===== src/rtl/pad_cfg_pkg.sv =====
// Shared types and constants for the pad configuration sequencer:
// FSM state encoding, configuration-word field offsets and the default shadow value.
package pad_cfg_pkg;

   typedef enum logic [2:0] {
      ST_IDLE     = 3'd0,
      ST_SHIFT_LO = 3'd1,
      ST_SHIFT_HI = 3'd2,
      ST_LOAD     = 3'd3,
      ST_DONE     = 3'd4
   } state_t;

   localparam int CFG_W = 13;

   localparam int OFS_MGMT_ENA    = 0;
   localparam int OFS_OEB         = 1;
   localparam int OFS_HOLDOVER    = 2;
   localparam int OFS_INP_DIS     = 3;
   localparam int OFS_IB_MODE_SEL = 4;
   localparam int OFS_ANALOG_EN   = 5;
   localparam int OFS_ANALOG_SEL  = 6;
   localparam int OFS_ANALOG_POL  = 7;
   localparam int OFS_SLOW_SEL    = 8;
   localparam int OFS_VTRIP_SEL   = 9;
   localparam int OFS_DM          = 10;
   localparam int DM_W            = 3;

   // Input enabled (inp_dis=0), output disabled (oeb=1), management-owned pad.
   localparam logic [CFG_W-1:0] RESET_CFG_DEFAULT =
      (CFG_W'(3'b110) << OFS_DM) |
      (CFG_W'(1)      << OFS_OEB) |
      (CFG_W'(1)      << OFS_MGMT_ENA);

endpackage


===== src/rtl/pad_in_filter.sv =====
// One pad input: two-flop synchroniser, followed by an optional glitch filter
// enabled with `define PAD_INPUT_FILTER_EN.
module pad_in_filter
   import pad_cfg_pkg::*;
#(
   parameter int FILT_CYCLES = 3
) (
   input  logic clock,
   input  logic reset,
   input  logic raw,
   output logic filt
);

   logic sync_q1;
   logic sync_q2;

   if (FILT_CYCLES < 1) begin : g_bad_filt
      $error("pad_in_filter: FILT_CYCLES must be at least 1");
   end

   always_ff @(posedge clock or posedge reset) begin
      if (reset) begin
         sync_q1 <= 1'b0;
         sync_q2 <= 1'b0;
      end else begin
         sync_q1 <= raw;
         sync_q2 <= sync_q1;
      end
   end

`ifdef PAD_INPUT_FILTER_EN
   localparam int FCNT_W = $clog2(FILT_CYCLES + 1);

   logic [FCNT_W-1:0] fcnt;

   // The output flips on the FILT_CYCLES-th consecutive differing sample.
   always_ff @(posedge clock or posedge reset) begin
      if (reset) begin
         fcnt <= '0;
         filt <= 1'b0;
      end else if (sync_q2 == filt) begin
         fcnt <= '0;
      end else if (fcnt == FCNT_W'(FILT_CYCLES - 1)) begin
         fcnt <= '0;
         filt <= sync_q2;
      end else begin
         fcnt <= fcnt + 1'b1;
      end
   end
`else
   assign filt = sync_q2;
`endif

endmodule


===== src/rtl/pad_cfg_sequencer.sv =====
// Per-pad shadow configuration with serial commit onto the pad configuration chain,
// plus synchronised pad inputs (glitch filter with `define PAD_INPUT_FILTER_EN).
//
// state     | meaning
// ----------+---------------------------------------------------------------
// IDLE      | accepting shadow writes, waiting for commit
// SHIFT_LO  | serial_clock low, serial_data presents the current bit
// SHIFT_HI  | serial_clock high, pad latches the bit
// LOAD      | serial_load strobe, all pads update together
// DONE      | one-cycle done pulse
module pad_cfg_sequencer
   import pad_cfg_pkg::*;
#(
   parameter int                  NUM_PADS    = 38,
   parameter int                  CFG_BITS    = 13,
   parameter int                  IDX_W       = 6,
   parameter int                  FILT_CYCLES = 3,
   parameter logic [CFG_BITS-1:0] RESET_CFG   = CFG_BITS'(RESET_CFG_DEFAULT)
) (
   input  logic                clock,
   input  logic                reset,
   input  logic                wr_valid,
   output logic                wr_ready,
   input  logic [IDX_W-1:0]    wr_idx,
   input  logic [CFG_BITS-1:0] wr_data,
   input  logic                wr_bcast,
   input  logic                commit,
   output logic                busy,
   output logic                done,
   output logic                serial_clock,
   output logic                serial_data,
   output logic                serial_load,
   input  logic [NUM_PADS-1:0] pad_in_raw,
   output logic [NUM_PADS-1:0] pad_in
);

   localparam int CHAIN = NUM_PADS * CFG_BITS;
   localparam int CNT_W = $clog2(CHAIN);

   if ((2 ** IDX_W) < NUM_PADS || FILT_CYCLES < 1) begin : g_bad_params
      $error("pad_cfg_sequencer: IDX_W too small for NUM_PADS, or FILT_CYCLES < 1");
   end

   state_t            state;
   state_t            state_nxt;
   logic [CHAIN-1:0]  shadow;
   logic [CHAIN-1:0]  shadow_nxt;
   logic [CHAIN-1:0]  shreg;
   logic [CHAIN-1:0]  shreg_nxt;
   logic [CNT_W-1:0]  bit_cnt;
   logic [CNT_W-1:0]  bit_cnt_nxt;
   logic              wr_fire;
   logic              busy_nxt;
   logic              done_nxt;
   logic              sclk_nxt;
   logic              sdata_nxt;
   logic              sload_nxt;

   assign wr_ready = (state == ST_IDLE);
   assign wr_fire  = wr_valid & wr_ready;

   // Pad p lives at shadow[p*CFG_BITS +: CFG_BITS]; out-of-range indices match nothing.
   always_comb begin
      shadow_nxt = shadow;
      if (wr_fire) begin
         for (int p = 0; p < NUM_PADS; p++) begin
            if (wr_bcast || (wr_idx == IDX_W'(p))) begin
               shadow_nxt[p*CFG_BITS +: CFG_BITS] = wr_data;
            end
         end
      end
   end

   always_ff @(posedge clock or posedge reset) begin
      if (reset) begin
         shadow <= {NUM_PADS{RESET_CFG}};
      end else begin
         shadow <= shadow_nxt;
      end
   end

   always_ff @(posedge clock or posedge reset) begin
      if (reset) begin
         state        <= ST_IDLE;
         shreg        <= '0;
         bit_cnt      <= '0;
         busy         <= 1'b0;
         done         <= 1'b0;
         serial_clock <= 1'b0;
         serial_data  <= 1'b0;
         serial_load  <= 1'b0;
      end else begin
         state        <= state_nxt;
         shreg        <= shreg_nxt;
         bit_cnt      <= bit_cnt_nxt;
         busy         <= busy_nxt;
         done         <= done_nxt;
         serial_clock <= sclk_nxt;
         serial_data  <= sdata_nxt;
         serial_load  <= sload_nxt;
      end
   end

   // Loading from shadow_nxt lets a write accepted alongside commit join the transfer.
   always_comb begin
      state_nxt   = state;
      shreg_nxt   = shreg;
      bit_cnt_nxt = bit_cnt;
      case (state)
         ST_IDLE: begin
            if (commit) begin
               state_nxt   = ST_SHIFT_LO;
               shreg_nxt   = shadow_nxt;
               bit_cnt_nxt = CNT_W'(CHAIN - 1);
            end
         end
         ST_SHIFT_LO: begin
            state_nxt = ST_SHIFT_HI;
         end
         ST_SHIFT_HI: begin
            if (bit_cnt == '0) begin
               state_nxt = ST_LOAD;
            end else begin
               state_nxt   = ST_SHIFT_LO;
               bit_cnt_nxt = bit_cnt - 1'b1;
               shreg_nxt   = {shreg[CHAIN-2:0], 1'b0};
            end
         end
         ST_LOAD: begin
            state_nxt = ST_DONE;
         end
         ST_DONE: begin
            state_nxt = ST_IDLE;
         end
         default: begin
            state_nxt = ST_IDLE;
         end
      endcase
   end

   // Outputs are decoded from the next state and registered, so pins never glitch.
   always_comb begin
      busy_nxt  = (state_nxt != ST_IDLE);
      done_nxt  = (state_nxt == ST_DONE);
      sclk_nxt  = (state_nxt == ST_SHIFT_HI);
      sload_nxt = (state_nxt == ST_LOAD);
      sdata_nxt = 1'b0;
      if (state_nxt == ST_SHIFT_LO || state_nxt == ST_SHIFT_HI) begin
         sdata_nxt = shreg_nxt[CHAIN-1];
      end
   end

   for (genvar g = 0; g < NUM_PADS; g++) begin : g_pad_in
      pad_in_filter #(
         .FILT_CYCLES (FILT_CYCLES)
      ) u_filt (
         .clock (clock),
         .reset (reset),
         .raw   (pad_in_raw[g]),
         .filt  (pad_in[g])
      );
   end

endmodule


===== config.mk =====
export PLATFORM = sky130hd
export DESIGN_NAME = pad_cfg_sequencer
export DESIGN_NICKNAME = d
export VERILOG_FILES = /design/src/rtl/pad_cfg_pkg.sv /design/src/rtl/pad_in_filter.sv /design/src/rtl/pad_cfg_sequencer.sv
export SDC_FILE = /design/constraint.sdc
export NUM_CORES = 2
export LEC_CHECK = 0
export ABC_AREA = 1
export BUFFER_PORTS_ARGS = -buffer_cell sky130_fd_sc_hd__buf_2
export CORE_ASPECT_RATIO = 1.25
export CORE_MARGIN = 10
export CORE_UTILIZATION = 50
export CTS_CLUSTER_SIZE = 14
export DETAILED_ROUTE_END_ITERATION = 8
export PLACE_DENSITY = 0.72
export SLEW_MARGIN = 20
export SYNTH_ARGS = -nofsm -noshare
export SYNTH_HDL_FRONTEND = slang
export SYNTH_SLANG_ARGS = --single-unit

===== constraint.sdc =====
create_clock -name clock -period 33.5 [get_ports clock]
set_input_delay 1.675 -clock clock [delete_from_list [all_inputs] [get_ports clock]]
set_output_delay 1.675 -clock clock [all_outputs]
set_load 0.05 [all_outputs]

# Yosys cells after proc, flatten, opt, wreduce, memory -nomap -nowiden
# Index checks and enable logic that the tools add are counted.
[totals]
out_inout_bits = 44
register_bits = 1081
inputBits = 62
wordCells = 228
[op_classes]
reduce_logical = 45
eq_ne = 46
bitwise = 1
add_sub_neg = 1
muxes = 49
[op_table]
columns = ["op", "count"]
rows = [
  ["494-bit two-way mux", 3],
  ["494-bit one-hot mux with 2 select lines", 1],
  ["13-bit two-way mux", 38],
  ["6-bit by 5-bit == test with 1-bit output, second input constant", 16],
  ["6-bit by 4-bit == test with 1-bit output, second input constant", 8],
  ["1-bit logical OR", 39],
  ["6-bit == test, second input constant", 6],
  ["6-bit by 3-bit == test with 1-bit output, second input constant", 4],
  ["9-bit two-way mux", 2],
  ["9-bit one-hot mux with 2 select lines", 1],
  ["3-bit by 2-bit == test with 1-bit output, second input constant", 4],
  ["6-bit by 2-bit == test with 1-bit output, second input constant", 2],
  ["3-bit one-hot mux with 4 select lines", 1],
  ["9-bit zero test", 1],
  ["9-bit by 1-bit subtractor with 9-bit output, second input constant", 1],
  ["3-bit by 1-bit == test with 1-bit output, second input constant", 2],
  ["6-bit by 1-bit == test with 1-bit output, second input constant", 1],
  ["6-bit zero test", 1],
  ["3-bit == test, second input constant", 1],
  ["3-bit zero test", 1],
  ["3-bit two-way mux", 1],
  ["3-bit AND reduction", 1],
  ["3-bit nonzero test", 1],
  ["2-bit two-way mux", 1],
  ["other kinds (5)", 5],
]

# Longest topological paths before layout
[depth]
depth_word = 7
mapped_depth = 14
mapped_depth_nobuf = 13

# Cells and area by module
# From an unflattened synthesis, not the netlist that was laid out.
[hier_totals]
cells_unflattened = 4566
area_unflattened_um2 = 42622.1
[by_module_without_submodules]
columns = ["mod", "area_per_inst_um2", "n_inst", "seq_area_each_um2", "cells_per_inst"]
rows = [
  ["pad_cfg_sequencer", 40577.7, 1, 25339.3, 4452],
  ["pad_in_filter", 53.8, 38, 50.0, 3],
]

# Worst setup path after synthesis
# Ideal clock, no wire load.
[synth_timing]
path_kind = "input -> register"
startpoint = "input wr_idx[5]"
endpoint = "register shreg[376]"
setup_time_ns = 0.124
arrival_ns = 2.780
stages = 10
t_required_ns = 33.376
path_buffers = 2
path_slack_ns = 30.596
cell_sequence = "inv_2 nand2_1 clkbuf_2 o21ai_0 nand2_4 buf_4 nand2_1 o21ai_2 nand2_1 nand3_1"
[synth_between]
elab_chain_cells = 6
[synth_lines]
columns = ["item", "line", "source"]
rows = [
  ["from (decl)", "pad_cfg_sequencer.sv:24", "input logic [IDX_W-1:0] wr_idx,"],
  ["6-bit by 5-bit == test with 1-bit output", "pad_cfg_sequencer.sv:67", "if (wr_bcast || (wr_idx == IDX_W'(p))) begin"],
  ["1-bit logical OR", "pad_cfg_sequencer.sv:67", ""],
  ["13-bit two-way mux", "pad_cfg_sequencer.sv:67", ""],
  ["494-bit two-way mux", "pad_cfg_sequencer.sv:65", "if (wr_fire) begin"],
  ["named net shadow_nxt[376]", "pad_cfg_sequencer.sv:47", "logic [CHAIN-1:0] shadow_nxt;"],
  ["494-bit two-way mux", "pad_cfg_sequencer.sv:111", "if (commit) begin"],
  ["494-bit one-hot mux with 2 select lines", "pad_cfg_sequencer.sv:109", "case (state)"],
  ["to (signal assigned)", "pad_cfg_sequencer.sv:94", "shreg <= shreg_nxt;"],
  ["to (decl)", "pad_cfg_sequencer.sv:48", "logic [CHAIN-1:0] shreg;"],
]
# The timed path passes the listed nets, and every way through them passes these cells. The select of a mux whose other input is x is not followed.
# A chain may end at the register's enable or synchronous reset.

# Final worst setup path
[layout_timing]
startpoint = "register bit_cnt[0]"
endpoint = "register shreg[259]"
[layout_between]
elab_chain_cells = 3
[layout_lines]
columns = ["item", "line", "source"]
rows = [
  ["from (decl)", "pad_cfg_sequencer.sv:50", "logic [CNT_W-1:0] bit_cnt;"],
  ["from (signal assigned)", "pad_cfg_sequencer.sv:95", "bit_cnt <= bit_cnt_nxt;"],
  ["9-bit zero test", "pad_cfg_sequencer.sv:121", "if (bit_cnt == '0) begin"],
  ["2-bit != test (no line)", "-", ""],
  ["3-bit AND reduction (no line)", "-", ""],
]
# No other way between the ends.

==> run_results.csv <==
group,metric,value,unit
worst_setup_path,cp.required,34090,ps
synthesis,yosysSeqAreaShare,0.636,
place,dp_hpwl,48000,µm
sta,skew,17.3,ps
sta,max_slew_margin,0.290,
worst_setup_path,crit_type,"reg -> reg",
grt,grt_max_degree,201,
clock_tree,holdBufCountCts,0,
worst_setup_path,r2r-start,"bit_cnt[0]",
drt,wl_met1,43100,µm
worst_setup_path,crit_chain,"inv_1, ha_1, inv_1, nor2_1, nand3_1, clkinv_1, nand2_1, nand2_1, buf_4, nand2_1, inv_8, buf_4, buf_4, nand2_1, nand3_1",
clock_tree,cts_resized,0,
worst_setup_path,crit_path_start_kind,"register",
clock_tree,cts_htree_levels,3,
synthesis,synthCells,4562,
sta,fmax,210,MHz
final_layout,syn2layout_area_growth,8.79,%
grt,grt-ovfl-total,0,
sta,hold_viol,0,
sta,worst_slack,28740,ps
clock_tree,clk_path_buf_depth,3,
die,die_area,97800,µm²
place,place.gp.congestion,0.747,
drt,first_pass_iters,5,
run,cap_viol_max_count,0,
pwr,p_per_area,97.6,nW/µm²
clock_tree,clock_sinks,1081,
drt,wl,95200,µm
die,chipHeight,347,µm
hold_path,hp-start,"g_pad_in[25].u_filt.sync_q1",
clock_tree,clk_pin_slew,60,ps
die,start_util,0.506,
hold_path,holdPathStages,0,
worst_setup_path,ff2ff_path_depth,15,
synthesis,syn_nets,4625,
clock_tree,clk_latency,670,ps
clock_tree,postCtsSetupBuffers,0,
synthesis,yosys_most_used_dff,"dfrtp_1",
drt,drt_iter0_markers,2858,
sta,hold_slack,347,ps
sta,maxSlewViolCount,0,
grt,grt_use_total,0.195,
synthesis,netlist_area,42800,µm²
worst_setup_path,cp_top_family,"buffers and inverters",
drt,drc,0,
sta,period_minus_slack,4760,ps
die,pin_count,106,
die,fp.dieW,282,µm
worst_setup_path,r2r_end,"shreg[259]",
place,numPortBuffers,105,
sta,setup_violations,0,
clock_tree,cts_made_buffers,100,
pwr,peakVddDrop,57.9,µV
synthesis,synth-warning-count,0,
synthesis,avgSynthCellArea,9.39,µm²
drt,antenna_left,0,
worst_setup_path,end_kind,"register",
synthesis,synth.ff_latch_count,1081,
sta,fin_crit_sh,0.142,
drt,vias_per_cell,5.30,
run_status,status,"completed",
drt,top_layer_used,"met5",
final_layout,drive_gt1_frac,0.125,
sta,rsz0062_at_grt,"no",
place,dp_worst_setup_slack,28130,ps
clock_tree,cts_root_buffer,"clkbuf_16",
hold_path,hp-class,"reg -> reg",
synthesis,ys_types,32,
grt,grt_pass1_vias,29784,
worst_setup_path,crit_fanout,136,
sta,fin_setup_tns,0,ps
pwr,power.leakage,22.0,nW
clock_tree,cts_tree,"yes",
worst_setup_path,crit_buf_inv,7,
die,num_rows,119,
synthesis,synth_edf_count,0,
hold_path,holdPathEnd,"g_pad_in[25].u_filt.filt",
drt,wl_per_cell,16.9,µm
die,coreArea,84600,µm²
final_layout,fin_nets,4533,
worst_setup_path,cp.depth,15,
worst_setup_path,critPathArrivalTime,5350,ps
drt,num_vias,29951,
drt,wl_met2,45000,µm
worst_setup_path,r2r_setup_slack,28740,ps
synthesis,async_reset_ff_frac,1.00,
worst_setup_path,crit_slowest_cell,"buf_4",
grt,grt_pass1_wl,156000,µm
worst_setup_path,critPathMaxStageDelay,870,ps
final_layout,utilization,0.551,
worst_setup_path,crit_top_cell,"nand2_1",
grt,grt_antenna_before_repair,4,
drt,wl_met3,5040,µm
sta,tightest_slew,1060,ps
## sequential cells by signal, summed over array words and instances, names as in the netlist, 3 cells and up
register,count
shadow,494
shreg,494
g_pad_in.u_filt.filt,38
g_pad_in.u_filt.sync_q1,38
bit_cnt,9
state,3
## area by class of cell
cell class	count	area, µm²
multi-input combinational	3069	13400
antenna	1	2.50
sequential	1081	27200
clock inverter	34	395
inverter	75	304
fill	7369	38000
clock buffer	154	3020
tap	1089	1360
timing repair buffer	143	881
## kinds of logic after synthesis
| group | Yosys count | synth area share |
|---|---|---|
| buffers and inverters | 412 | 0.0514 |
| adders and majority gates | 1 | 0.000292 |
| and+or+nand+nor | 2480 | 0.234 |
| AOI/OAI and AO/OA | 588 | 0.0779 |
| DFF | 1081 | 0.636 |
## routing by layer
metal  track usage  vias up
met5             0        -
met1         0.261    14748
met3        0.0275      146
li1              -    14424
met4        0.0583        6
met2         0.325      627
## placed cells by master, fill, tap and decap left out, types with 5 or more instances in the layout
cell	count
clkbuf_1	24
nand2_1	1976
dfrtp_1	929
o21ai_0	335
clkbuf_8	29
nand2_4	11
o221ai_1	14
buf_4	33
dfstp_2	152
clkinv_2	16
clkinvlp_4	5
buf_2	105
inv_1	56
o211ai_1	29
inv_2	15
nand2_2	5
bufinv_16	7
nor2_1	16
clkbuf_16	101
o21ai_2	70
o21ai_1	135
nand3_1	458
## cells in the mapped netlist, types with 2 or more instances
cell type | instances | area share
o21ai_2 | 70 | 0.014
o221ai_1 | 14 | 0.0029
o21ai_0 | 335 | 0.039
nor3_1 | 4 | 0.00047
buf_2 | 111 | 0.013
buf_4 | 86 | 0.015
dfstp_2 | 152 | 0.093
inv_1 | 70 | 0.0061
nand3_1 | 458 | 0.054
clkbuf_1 | 98 | 0.0086
inv_2 | 4 | 0.00035
buf_6 | 23 | 0.0060
nor2_2 | 2 | 0.00029
nor2_1 | 16 | 0.0014
nand4_1 | 4 | 0.00058
clkbuf_2 | 2 | 0.00023
nand2_4 | 11 | 0.0029
o211ai_1 | 29 | 0.0051
a21oi_1 | 3 | 0.00035
dfrtp_1 | 929 | 0.54
buf_1 | 16 | 0.0014
nor2_4 | 2 | 0.00053
nand2_2 | 5 | 0.00073
o21ai_1 | 135 | 0.016
nand2_1 | 1976 | 0.17
## through the flow
| step | std cells | area [µm²] | total power [mW] |
|---|---|---|---|
| after CTS | 5644 | 46600 | 4.58 |
| after detailed placement | 5456 | 43100 | 3.40 |
| after floorplan | 4562 | 42800 | 3.17 |
| after global routing | 5645 | 46600 | 4.87 |
| after global placement | 5456 | 43100 | 3.34 |
| final | 5646 | 46600 | 4.55 |
## worst max-delay path by stage
| stage | from | end | slack, ps |
|---|---|---|---|
| 6_report | bit_cnt[0] | shreg[259] | 28740 |
| 5_1_grt | bit_cnt[0] | shreg[259] | 28350 |
| 4_1_cts | bit_cnt[0] | shreg[259] | 28750 |
| 3_5_place_dp | commit | shreg[263] | 28130 |
| 3_3_place_gp | commit | shreg[131] | 28230 |
| 2_1_floorplan | reset | bit_cnt[0] | 1640 |
## power breakdown
group          total [mW]  internal (mW)  switching [mW]
Clock                1.17          0.675           0.491
Sequential           2.11           1.91           0.208
Combinational        1.27          0.400           0.868
Total                4.55           2.98            1.57
Note: power is estimated with default switching activity, not from simulation.
